## src/rtl/demux_pry.sv

```systemverilog
// Priority demultiplexer: routes each source transfer to the highest-index
// requested destination through a single registered output stage.
// Optional dropped-transfer counter enabled by macro DEMUX_PRY_DROP_CNT_EN.
module demux_pry #(
  parameter type DAT_T = logic [8-1:0],
  parameter int  WIDTH = 9,
  parameter int  SPLIT = 3
) (
  input  logic             clk,
  input  logic             rst_n,
  input  logic             s_vld,
  input  logic [WIDTH-1:0] s_pry,
  input  DAT_T             s_dat,
  output logic             s_rdy,
  output logic [WIDTH-1:0] m_vld,
  output DAT_T             m_dat,
  input  logic [WIDTH-1:0] m_rdy
`ifdef DEMUX_PRY_DROP_CNT_EN
  ,
  output logic [15:0]      drp_cnt
`endif
);

  localparam int IW = (WIDTH > 1) ? $clog2(WIDTH) : 1;
  localparam int NG = (WIDTH + SPLIT - 1) / SPLIT;

  typedef enum logic {EMPTY, FULL} state_e;

  state_e           state_q, state_d;
  logic [IW-1:0]    dst_q, dst_d;
  DAT_T             dat_q, dat_d;
  logic [WIDTH-1:0] vld_q, vld_d;
`ifdef DEMUX_PRY_DROP_CNT_EN
  logic [15:0]      drp_q, drp_d;
`endif

  // Two-level encoder: last set bit inside each SPLIT-wide group, then the
  // highest group with any request. Padding keeps every index in range.
  logic [NG*SPLIT-1:0] pry_pad;
  logic [NG-1:0]       grp_any;
  logic [IW-1:0]       grp_idx [NG];
  logic [IW-1:0]       enc;
  logic                pry_any;

  always_comb begin
    // NOTE: every combinational output gets a default first, so no path
    // through the block can leave it unassigned and infer a latch.
    pry_pad = (NG*SPLIT)'(s_pry);
    enc     = '0;
    for (int g = 0; g < NG; g++) begin
      grp_any[g] = 1'b0;
      grp_idx[g] = '0;
      for (int k = 0; k < SPLIT; k++) begin
        if (pry_pad[g*SPLIT + k]) begin
          grp_any[g] = 1'b1;
          grp_idx[g] = IW'(g*SPLIT + k);
        end
      end
    end
    for (int g = 0; g < NG; g++) begin
      if (grp_any[g]) enc = grp_idx[g];
    end
    pry_any = |grp_any;
  end

  logic out_hs, in_hs;

  assign s_rdy  = (state_q == EMPTY) || m_rdy[dst_q];
  assign out_hs = (state_q == FULL) && m_rdy[dst_q];
  assign in_hs  = s_vld && s_rdy;

  always_comb begin
    state_d = state_q;
    dst_d   = dst_q;
    dat_d   = dat_q;
    vld_d   = vld_q;
`ifdef DEMUX_PRY_DROP_CNT_EN
    drp_d   = drp_q;
    if (in_hs && !pry_any && (drp_q != 16'hFFFF)) drp_d = drp_q + 16'd1;
`endif
    if (in_hs && pry_any) begin
      state_d = FULL;
      dst_d   = enc;
      dat_d   = s_dat;
      vld_d   = {{(WIDTH-1){1'b0}}, 1'b1} << enc;
    end else if (out_hs) begin
      state_d = EMPTY;
      vld_d   = '0;
    end
  end

  // NOTE: sequential state uses non-blocking assignments so every flop
  // samples pre-edge values regardless of statement order.
  always_ff @(posedge clk or negedge rst_n) begin
    if (!rst_n) begin
      state_q <= EMPTY;
      dst_q   <= '0;
      dat_q   <= '0;
      vld_q   <= '0;
`ifdef DEMUX_PRY_DROP_CNT_EN
      drp_q   <= '0;
`endif
    end else begin
      state_q <= state_d;
      dst_q   <= dst_d;
      dat_q   <= dat_d;
      vld_q   <= vld_d;
`ifdef DEMUX_PRY_DROP_CNT_EN
      drp_q   <= drp_d;
`endif
    end
  end

  assign m_vld = vld_q;
  assign m_dat = dat_q;
`ifdef DEMUX_PRY_DROP_CNT_EN
  assign drp_cnt = drp_q;
`endif

endmodule

```

## config.mk

```make
export PLATFORM = sky130hd
export DESIGN_NAME = demux_pry
export DESIGN_NICKNAME = d
export VERILOG_FILES = /design/src/rtl/demux_pry.sv
export SDC_FILE = /design/constraint.sdc
export NUM_CORES = 1
export LEC_CHECK = 0
export CAP_MARGIN = 20
export CORE_UTILIZATION = 30
export DETAILED_ROUTE_END_ITERATION = 10
export PLACE_DENSITY = 0.66
export SLEW_MARGIN = 15
export SYNTH_ARGS = -nofsm -noshare
export SYNTH_HDL_FRONTEND = slang
export SYNTH_SLANG_ARGS = --single-unit
```

## constraint.sdc

```tcl
create_clock -name clk -period 2.72 [get_ports clk]
set_clock_uncertainty 0.1 [all_clocks]
set_input_delay 0.272 -clock clk [delete_from_list [all_inputs] [get_ports clk]]
set_output_delay 0.272 -clock clk [all_outputs]
set_load 0.01 [all_outputs]
```

==> summary by stage <==
Status
The flow ran to the end, and the final reports show no timing, DRC or antenna violations.

GRT
The number of antenna violations at the first check in global routing is 0. The global-route wire length before repair is 4180 um. Entering global routing, the biggest net connects 23 pins. For this run the aggregate overflow at the end of global routing stands at 0. The number of global-route vias before repair came to 951.

The overall fraction of global-route tracks in use is 15.2%.

Finish
The most common cell after layout, fill and taps aside is clkdlybuf4s50_1. The layout overhead on the synthesized area is 52.4%. The net count of the finished layout is 166. The top cell types in the final layout, fill and taps aside, are clkdlybuf4s50_1, dfrtp_1, mux2_4, nor2_1, a32o_1. The total of fill cells in the finished design is 306.

The repair_antennas step left the layout with diodes totalling 0. The area occupied by multi-input gates is 488 sq um. In the final layout, the share of cells above drive strength 1 is 19.3%. Summing all flip-flop and latch instances after layout gives 552 sq um. The final instance area is 0.00164 sq mm.

Logic synthesis
The sequential element share of the synthesized area is 51.3%. After synthesis, the share of flip-flops with an asynchronous set or reset is 100%. Synthesis inferred 22 register bits. The leading register cell type out of synthesis is dfrtp_1. The number of nets in the synthesized netlist is 112. The number of synthesis warnings is 0. The number of different library cells used by synthesis comes to 32. The average cell area after synthesis is 12.9 sq um. The number of instances in the synthesized netlist is 83. The post-synthesis cell area is 0.00107 sq mm. Yosys mapped a number of flops with a built-in enable equal to 0.

Route
In this run the remaining antenna-violating nets after routing total 0. The via count of the routed design is 889. The number of DRC violations after detailed-routing iteration 0 is 25.

The iteration count of the initial detailed-routing pass is 4. The final routed DRC violation total is 0. The total routed wirelength is 2670 um.

In the final routed layout, each cell accounts on average for 14.8 um. After detailed routing, the number of vias per cell comes to 4.91.

Floorplanning
Pin placement for this block handled 47 I/O pins. The row count is 21. For this configuration, the core starts out at a cell density of 31.7%. The area of the die is 0.00382 sq mm.

The die is 61.8 um wide. The floorplan die height is 61.8 um. The core region area is 0.00339 sq mm.

Place
The instance area after placement is 0.00160 sq mm. At the end of routability-driven placement, the weighted congestion stood at 0.695. Once detailed placement completed, the half-perimeter wirelength came to 2050 um. Before CTS, the worst setup slack after placement is 0.208 ns.

The number of port buffers is 46.

Clock tree
After clock tree synthesis, the flow added hold-fix buffers numbering 0. The cell chosen for the clock root is clkbuf_4. For this design, the sink count on the clock tree is 22. After clock tree synthesis, the clock-pin slew on the worst setup and hold paths is 0.11 ns. The number of clock buffers added by TritonCTS is 3. The clock passes through at most 2 buffers. The level count of the clock H-tree is 1. At the later pin of the worst-skew pair, clock insertion delay measures 0.30 ns. The CTS tree is yes.

Worst setup path
The critical path in this run is classified as register to output pin. Along the worst path, the maximum fanout reaches 7. STA puts the critical path data required time at 2.35 ns. The kind of end point of the critical path is an output pin. The startpoint class of the critical path is a register. The data arrival time at the worst-slack endpoint is 2.23 ns.

Pwr
The static leakage is 0.687 nW. The sequential power share is 36.9%. The net switching share of the total power is 34.1%. VDD sags by at most 0.236 mV.

The clock network fraction of total power is 9.8%. The overall power of the completed layout is 1.43 mW. Combinational logic is responsible for 53.3% of the overall power.

The power per standard cell area is 877 mW/mm^2. Summed over all nets, the switching power comes to 0.489 mW. Internal power comes to 0.946 mW.

STA
Setup repair after global routing left no endpoint under its margin. Setup violations remaining at the end of the flow were counted as 0. The number of pins exceeding their max-slew limit in the final report is 0.

Headroom to the max-slew limit came out at 52.6%. The fraction of the cycle the final worst path needs is 95.8%. The setup total negative slack is 0 ns.

Across all setup checks in the final design, the least slack found is 0.115 ns. The number of hold-slack violations in the final timing report is 0. The peak clock frequency supported by timing is 384 MHz. The slew at the pin with the worst max-slew slack is 0.710 ns. The final critical delay including setup and external delays is 2.61 ns.

Min path
The worst hold path class is input pin to async pin.

Job
Across the run, the number of max-cap violations was 0.
synthesized netlist by cell type (2+ instances only):
cell     number  area [sq um]
nor2_1        6          22.5
nor4_1        2          12.5
mux2_2        2          22.5
dfrtp_1      22           551
nand2_1       4          15.0
inv_1         5          18.8
o41ai_1       2          17.5
mux2_4        8           120
mux2i_1       2          20.0
a32o_1        6          60.1
a22o_1        3          26.3
through the flow:
step | hold WS, ns | std cells | util [%]
2_1_floorplan | -0.124 | 83 | -
6_report | 0.206 | 181 | 48.3
3_5_place_dp | 0.387 | 176 | 47.1
5_1_grt | 0.211 | 181 | 48.3
4_1_cts | 0.206 | 179 | 47.8
3_3_place_gp | 0.384 | 176 | 47.1
flip-flops by register name, summed over array words and instances, names as in the netlist:
signal / flops
m_dat: 8
state_q: 1
dst_q: 4
m_vld: 9
layer usage:
| layer | GRT usage [%] | wire length (um) |
|---|---|---|
| met1 | 18.7 | 1160 |
| met2 | 26.4 | 1430 |
| met3 | 2.48 | 80 |
| met4 | 6.67 | 0 |
| met5 | 0 | 0 |
worst max-delay path, stage by stage (launching register included):
cell             delay (ns)
dfrtp_2                0.43
mux4_2                 0.51
nand2b_4               0.16
a31oi_4                0.24
inv_1                  0.09
clkdlybuf4s50_1        0.49
cells by family (layout without fill, tap and decap cells):
family,count (synthesis),count (layout),synth area share [%]
buffers and inverters,7,59,3.26
DFF,22,22,51.3
and+or+nand+nor,21,21,11.4
AOI/OAI and AO/OA,20,20,16.8
muxes,13,13,17.2
power groups by stage:
stage | clock, mW | sequential (mW) | combinational, mW
floorplan | 0 | 0.556 | 0.420
global placement | 0 | 0.532 | 0.732
detailed placement | 0 | 0.539 | 0.746
CTS | 0.151 | 0.532 | 0.751
global route | 0.167 | 0.543 | 0.826
finish | 0.141 | 0.529 | 0.764
final timing paths:
| path | from | end | slack (ns) | depth (start not counted) |
|---|---|---|---|---|
| max | dst_q[0]$_DFFE_PN0P_ | s_rdy | 0.11 | 5 |
| min | rst_n | m_vld[8]$_DFFE_PN0P_ | 0.21 | 2 |
| max reg2reg | dst_q[0]$_DFFE_PN0P_ | m_dat[7]$_DFFE_PN0P_ | 0.34 | 6 |
| min reg2reg | m_vld[8]$_DFFE_PN0P_ | m_vld[8]$_DFFE_PN0P_ | 0.41 | 1 |
| max in group asynchronous | rst_n | dst_q[0]$_DFFE_PN0P_ | 2.08 | 2 |
| min in group clk | m_vld[8]$_DFFE_PN0P_ | m_vld[8]$_DFFE_PN0P_ | 0.41 | 1 |
layout make-up:
type | count | area share (%)
clock buffers | 3 | 1.38
repair buffers | 51 | 30.4
multi-input cells | 54 | 29.8
well taps | 46 | 3.52
flip-flops and latches | 22 | 33.7
inverters | 5 | 1.15
repair_timing:
action,CTS,global route
setup endpoints to repair,0,1
resized for setup,0,1
buffers inserted,0,2
(Power assumes the default switching activity.)
